==> config.mk <==
export PLATFORM = sky130hd
export DESIGN_NAME = clock_divider_multi
export DESIGN_NICKNAME = d
export VERILOG_FILES = /design/src/rtl/clock_divider_multi.sv
export SDC_FILE = /design/constraint.sdc
export NUM_CORES = 1
export LEC_CHECK = 0
export CAP_MARGIN = 20
export CORE_AREA = 2 2 165 232
export DETAILED_ROUTE_END_ITERATION = 10
export DIE_AREA = 0 0 167 234
export HOLD_SLACK_MARGIN = 0.1
export SYNTH_ARGS = -nofsm -noshare
export SYNTH_HDL_FRONTEND = slang
export SYNTH_SLANG_ARGS = --single-unit
==> constraint.sdc <==
create_clock -name clk_in -period 3.91 [get_ports clk_in]
set_clock_uncertainty 0.2 [all_clocks]
set_input_delay 0.782 -clock clk_in [delete_from_list [all_inputs] [get_ports clk_in]]
set_output_delay 0.782 -clock clk_in [all_outputs]
set_load 0.05 [all_outputs]
==> src/rtl/clock_divider_multi.sv <==
// rtl/clock_divider_multi.sv - multi-channel runtime-programmable clock/tick divider
//
// Each channel divides clk_in by an active div with an active high time and
// emits a registered divided waveform (clk_out) plus a one-cycle tick at the
// start of every period. A single pending configuration slot is loaded over a
// valid/ready port and applied to its target at that channel's period boundary.
//
// Ports:
//   clk_in      - system clock, all logic on its rising edge
//   rst         - asynchronous active-low reset
//   enable      - per-channel run enable
//   sync        - restart the phase of every enabled channel
//   cfg_valid   - configuration request
//   cfg_ready   - pending slot is empty, a request can be accepted
//   cfg_channel - target channel of the request
//   cfg_div     - requested period in clk_in cycles
//   cfg_high    - requested high time in clk_in cycles
//   cfg_error   - one-cycle pulse after a rejected request
//   clk_out     - divided waveforms
//   tick        - one-cycle pulse at the start of each period
module clock_divider_multi #(
  parameter int CHANNELS    = 4,
  parameter int DIV_WIDTH   = 16,
  parameter int DEFAULT_DIV = 10,
  localparam int CH_W       = (CHANNELS > 1) ? $clog2(CHANNELS) : 1
) (
  input  logic                 clk_in,
  input  logic                 rst,
  input  logic [CHANNELS-1:0]  enable,
  input  logic                 sync,
  input  logic                 cfg_valid,
  output logic                 cfg_ready,
  input  logic [CH_W-1:0]      cfg_channel,
  input  logic [DIV_WIDTH-1:0] cfg_div,
  input  logic [DIV_WIDTH-1:0] cfg_high,
  output logic                 cfg_error,
  output logic [CHANNELS-1:0]  clk_out,
  output logic [CHANNELS-1:0]  tick
);

  localparam logic [DIV_WIDTH-1:0] RESET_DIV  = DIV_WIDTH'(DEFAULT_DIV);
  localparam logic [DIV_WIDTH-1:0] RESET_HIGH = DIV_WIDTH'(DEFAULT_DIV / 2);

  logic                 pend_valid;
  logic [CH_W-1:0]      pend_ch;
  logic [DIV_WIDTH-1:0] pend_div;
  logic [DIV_WIDTH-1:0] pend_high;
  logic [CHANNELS-1:0]  apply;
  logic                 cfg_legal;
  logic                 cfg_accept;

  assign cfg_legal = (cfg_div >= DIV_WIDTH'(2)) &&
                     (cfg_high != '0) &&
                     (cfg_high < cfg_div) &&
                     (32'(cfg_channel) < 32'(CHANNELS));

  // cfg_ready is a pure function of registered state, never of cfg_valid.
  assign cfg_ready  = !pend_valid;
  assign cfg_accept = cfg_valid && !pend_valid;

  always_ff @(posedge clk_in or negedge rst) begin
    if (!rst) begin
      pend_valid <= 1'b0;
      pend_ch    <= '0;
      pend_div   <= '0;
      pend_high  <= '0;
      cfg_error  <= 1'b0;
    end else begin
      cfg_error <= cfg_accept && !cfg_legal;
      // Accept and apply never coincide: apply needs a full slot, accept an empty one.
      if (cfg_accept && cfg_legal) begin
        pend_valid <= 1'b1;
        pend_ch    <= cfg_channel;
        pend_div   <= cfg_div;
        pend_high  <= cfg_high;
      end else if (|apply) begin
        pend_valid <= 1'b0;
      end
    end
  end

  for (genvar i = 0; i < CHANNELS; i++) begin : g_ch
    logic [DIV_WIDTH-1:0] phase;
    logic [DIV_WIDTH-1:0] phase_n;
    logic [DIV_WIDTH-1:0] div_r;
    logic [DIV_WIDTH-1:0] high_r;
    logic [DIV_WIDTH-1:0] div_n;
    logic [DIV_WIDTH-1:0] high_n;
    logic                 running;
    logic                 wrap;
    logic                 clk_q;
    logic                 tick_q;

    assign wrap = running && (phase == div_r - DIV_WIDTH'(1));

    // Pending values land only where a new period begins (wrap, start, sync)
    // or where the channel is not producing a waveform at all.
    assign apply[i] = pend_valid && (pend_ch == CH_W'(i)) &&
                      (sync || !running || !enable[i] || wrap);
    assign div_n  = apply[i] ? pend_div  : div_r;
    assign high_n = apply[i] ? pend_high : high_r;

    // Phase restarts at 0 on start, sync, wrap and while disabled.
    always_comb begin
      phase_n = '0;
      if (enable[i] && running && !sync && !wrap)
        phase_n = phase + DIV_WIDTH'(1);
    end

    always_ff @(posedge clk_in or negedge rst) begin
      if (!rst) begin
        phase   <= '0;
        running <= 1'b0;
        div_r   <= RESET_DIV;
        high_r  <= RESET_HIGH;
        clk_q   <= 1'b0;
        tick_q  <= 1'b0;
      end else begin
        phase   <= phase_n;
        running <= enable[i];
        div_r   <= div_n;
        high_r  <= high_n;
        clk_q   <= enable[i] && (phase_n < high_n);
        tick_q  <= enable[i] && (phase_n == '0);
      end
    end

    assign clk_out[i] = clk_q;
    assign tick[i]    = tick_q;
  end

endmodule
==> flow_metrics.env <==
export IMPL_number_of_synthesized_flops_with_an_enable_pin=0
export IMPL_cts_buffers_inserted=25
export IMPL_maxCapViolations=0
export IMPL_synth_mux_area_fraction_pct=13.5
export IMPL_insertedDiodeCount=0
export IMPL_clock_tree_from_tritoncts="done"
export IMPL_xor_and_xnor_fraction_of_the_mapped_netlist_area_pct=7.93
export IMPL_finalWorstPathRequiredPeriod_ps=4320
export IMPL_clock_sink_count=240
export IMPL_maximum_number_of_pins_on_one_net_before_global_route_repair=89
export IMPL_number_of_routed_nets_with_antenna_violations=0
export IMPL_grt_pass1_vias=12200
export IMPL_starting_density_of_the_core_pct=39.6
export IMPL_route_detailed_vias_per_inst=5.41
export IMPL_synthToLayoutAreaGrowth_pct=28.1
export IMPL_synthArstFlopShare_pct=100
export IMPL_io_buffer_count=51
export IMPL_synth_simple_area_share_pct=16.0
export IMPL_ys_top_cells_by_area="sky130_fd_sc_hd__dfrtp_1 38%, sky130_fd_sc_hd__ha_1 7.1%, sky130_fd_sc_hd__mux2_2 6.2%, sky130_fd_sc_hd__mux2i_1 4.5%, sky130_fd_sc_hd__xnor2_1 4.5%"
export IMPL_synthesis_instances=1415
export IMPL_cp_data_required_time_ps=4180
export IMPL_rows=84
export IMPL_max_vdd_ir_drop_mv=0.479
export IMPL_iter_0_drt_violations=613
export IMPL_post_synth_cell_area_avg_um2=10.4
export IMPL_place_area_um2=17300
export IMPL_gp_routability_congestion=0.922
export IMPL_synthFlopType="sky130_fd_sc_hd__dfrtp_1"
export IMPL_h_tree_depth=1
export IMPL_drive_gt1_share_pct=29.4
export IMPL_worst_hold_path_type="reg2reg"
export IMPL_clock_tree_buffer_depth=3
export IMPL_chipHeight_um=234
export IMPL_wire_length_of_the_first_global_routing_pass_um=67600
export IMPL_wl_per_instance_um=20.1
export IMPL_place_detailed_hpwl_um=32400
export IMPL_die_width_um=167
export IMPL_drc_markers=0
export IMPL_post_synth_fa_ha_maj_area_fraction_pct=7.07
export IMPL_worst_setup_path_end_kind="flop"
export IMPL_grt_usage_pct=22.2
export IMPL_total_core_area_um2=37100
export IMPL_num_io_pins=52
export IMPL_drt_pass1_iter_count=5
export IMPL_layout_commonest_cell="sky130_fd_sc_hd__buf_4"
export IMPL_grt_antenna_before_repair=1
export IMPL_routed_wl_um=43300
export IMPL_complex_gate_fraction_of_the_synthesized_area_pct=9.23
export IMPL_layout_worst_path_cycle_share_pct=110
export IMPL_timing_setup_tns_ps=-1530
export IMPL_yosys_warnings=0
export IMPL_final_cell_area_um2=18800
export IMPL_slew_headroom_pct=52.0
export IMPL_clock_insertion_delay_at_the_later_pin_of_the_skew_report_ps=560
export IMPL_synth_yosys_seq_area_share_pct=41.0
export IMPL_die_area_um2=39100
export IMPL_vias=11700
export IMPL_mappedNetlistArea_um2=14700
export IMPL_critPathKind="reg2reg"
export IMPL_cell_type_with_the_largest_total_area_after_synthesis="sky130_fd_sc_hd__dfrtp_1"
export IMPL_result_of_the_run="finished with violations"
export IMPL_clk_root_buffer_cell="sky130_fd_sc_hd__clkbuf_16"
export IMPL_synth_fp_nets=1540
export IMPL_most_common_layout_cells="238 x sky130_fd_sc_hd__buf_4, 224 x sky130_fd_sc_hd__dfrtp_1, 107 x sky130_fd_sc_hd__nor2_1, 85 x sky130_fd_sc_hd__inv_1, 81 x sky130_fd_sc_hd__mux2_2"
export IMPL_worst_setup_hold_path_clk_slew_ps=60
export IMPL_synth_ff_latch_count=240
export IMPL_setup_violations_final=4
export IMPL_num_nets_final=1794
export IMPL_synth_top_family_by_area="simple AND/OR/NAND/NOR gates"
export IMPL_max_slew_violation_count=0
export IMPL_yosysTopAreaCellShare_pct=38.2
export IMPL_synth_cell_types=83
export IMPL_rsz0062_at_grt="true"
export IMPL_grt_ovfl_total=0
export IMPL_violations="setup timing"
export IMPL_max_freq_mhz=232
export IMPL_critical_path_arrival_ps=4590
export IMPL_power_density_nw_per_um2=679
export IMPL_worstMarginPinSlew_ps=719
export IMPL_power_leakage_nw=8.84
export IMPL_critical_path_startpoint_type="flop"
export IMPL_worst_slack_ps=-407
export IMPL_hold_viol_final=0
export IMPL_critical_path_peak_fanout=4
where the power goes:
part,total [mW],switching [mW],internal [mW]
clock network,2.60,1.06,1.54
logic,5.61,2.56,3.04
registers,4.57,1.17,3.41
registers in the layout, indices dropped and copies added, names as in the netlist:
signal	cells
pend_div	16
pend_ch	2
g_ch.running	4
g_ch.phase	64
g_ch.high_r	64
g_ch.tick_q	4
g_ch.clk_q	4
pend_high	16
cfg_error	1
g_ch.div_r	64
pend_valid	1
through the flow:
| stage | hold WS, ps | power, mW | util, % | instances | setup slack, ps |
|---|---|---|---|---|---|
| after floorplan | 235 | 7.20 | - | 1415 | -197 |
| after global placement | 242 | 9.56 | 46.7 | 2093 | -665 |
| after detailed placement | 254 | 9.70 | 46.7 | 2093 | -615 |
| after CTS | 264 | 12.6 | 50.1 | 2153 | -477 |
| after global routing | 277 | 13.5 | 50.7 | 2161 | -645 |
| final | 262 | 12.8 | 50.7 | 2161 | -407 |
cells by family after synthesis:
family,Yosys count
AO/OA/AOI/OAI,187
adder cells (fa/ha/maj),83
buffers and inverters,167
flip-flops,240
AND/OR/NAND/NOR,425
XOR/XNOR,133
multiplexers,180
Yosys cell counts, types with 30 or more instances:
cell and count:
sky130_fd_sc_hd__nand3_1 47, sky130_fd_sc_hd__nor2_1 109, sky130_fd_sc_hd__dfrtp_1 224, sky130_fd_sc_hd__a21oi_1 30, sky130_fd_sc_hd__mux2i_1 66, sky130_fd_sc_hd__ha_1 83
sky130_fd_sc_hd__mux2_2 81, sky130_fd_sc_hd__inv_1 87, sky130_fd_sc_hd__clkbuf_1 45, sky130_fd_sc_hd__nor3_1 32, sky130_fd_sc_hd__nand2_1 52, sky130_fd_sc_hd__xnor2_1 75
sky130_fd_sc_hd__xor2_1 58
repair_timing:
action / in CTS / in global routing
resized for setup: 50 / 28
pin swaps: 37 / 32
hold buffers: 1 / 0
setup endpoints to repair: 4 / 4
hold endpoints to repair: 64 / 0
gates cloned: 0 / 1
setup buffers: 14 / 8
layer usage:
metal  track usage (%)  up-vias  part of all wire, %
li1                  -     5570                    -
met3              2.18       91                  3.3
met5                 0        -                    0
met4              10.3        0                  4.7
met1              26.0     5792                   40
met2              41.0      233                   52
final cells by class:
type	instances	area, um2
multi-input combinational	1008	8360
tap	473	592
inverter	87	327
clock inverter	14	189
clock buffer	32	702
fill	3315	18300
sequential	240	6030
timing repair buffer	307	2610
worst max-delay path: stages (launching register included):
cell and delay, ps:
sky130_fd_sc_hd__dfrtp_1 380, sky130_fd_sc_hd__inv_1 60, sky130_fd_sc_hd__ha_2 170, sky130_fd_sc_hd__or3b_4 420
sky130_fd_sc_hd__nor4b_4 340, sky130_fd_sc_hd__xor2_1 110, sky130_fd_sc_hd__o221a_2 280, sky130_fd_sc_hd__a2111oi_4 460
sky130_fd_sc_hd__o31ai_4 110, sky130_fd_sc_hd__buf_6 150, sky130_fd_sc_hd__mux2i_4 190, sky130_fd_sc_hd__ha_4 250
sky130_fd_sc_hd__a21o_1 170, sky130_fd_sc_hd__a21oi_2 150, sky130_fd_sc_hd__nor2b_1 60, sky130_fd_sc_hd__o21ai_0 140
sky130_fd_sc_hd__nand2b_1 100, sky130_fd_sc_hd__a21oi_2 200, sky130_fd_sc_hd__o221ai_2 120, sky130_fd_sc_hd__a41oi_2 180
worst paths after layout:
path / from / endpoint / slack, ps / depth (start not counted)
worst max-delay path: g_ch[2].div_r[0] / g_ch[2].clk_q / -410 / 19
worst min-delay path: g_ch[2].high_r[0] / g_ch[2].high_r[0] / 260 / 2
worst max register to register: g_ch[2].div_r[0] / g_ch[2].clk_q / -410 / 19
worst min register to register: g_ch[2].high_r[0] / g_ch[2].high_r[0] / 260 / 2
max in group asynchronous: rst / g_ch[0].div_r[3] / 1980 / 3
min in group asynchronous: rst / g_ch[2].tick_q / 640 / 2
Note: power is estimated with default switching activity, not from simulation.
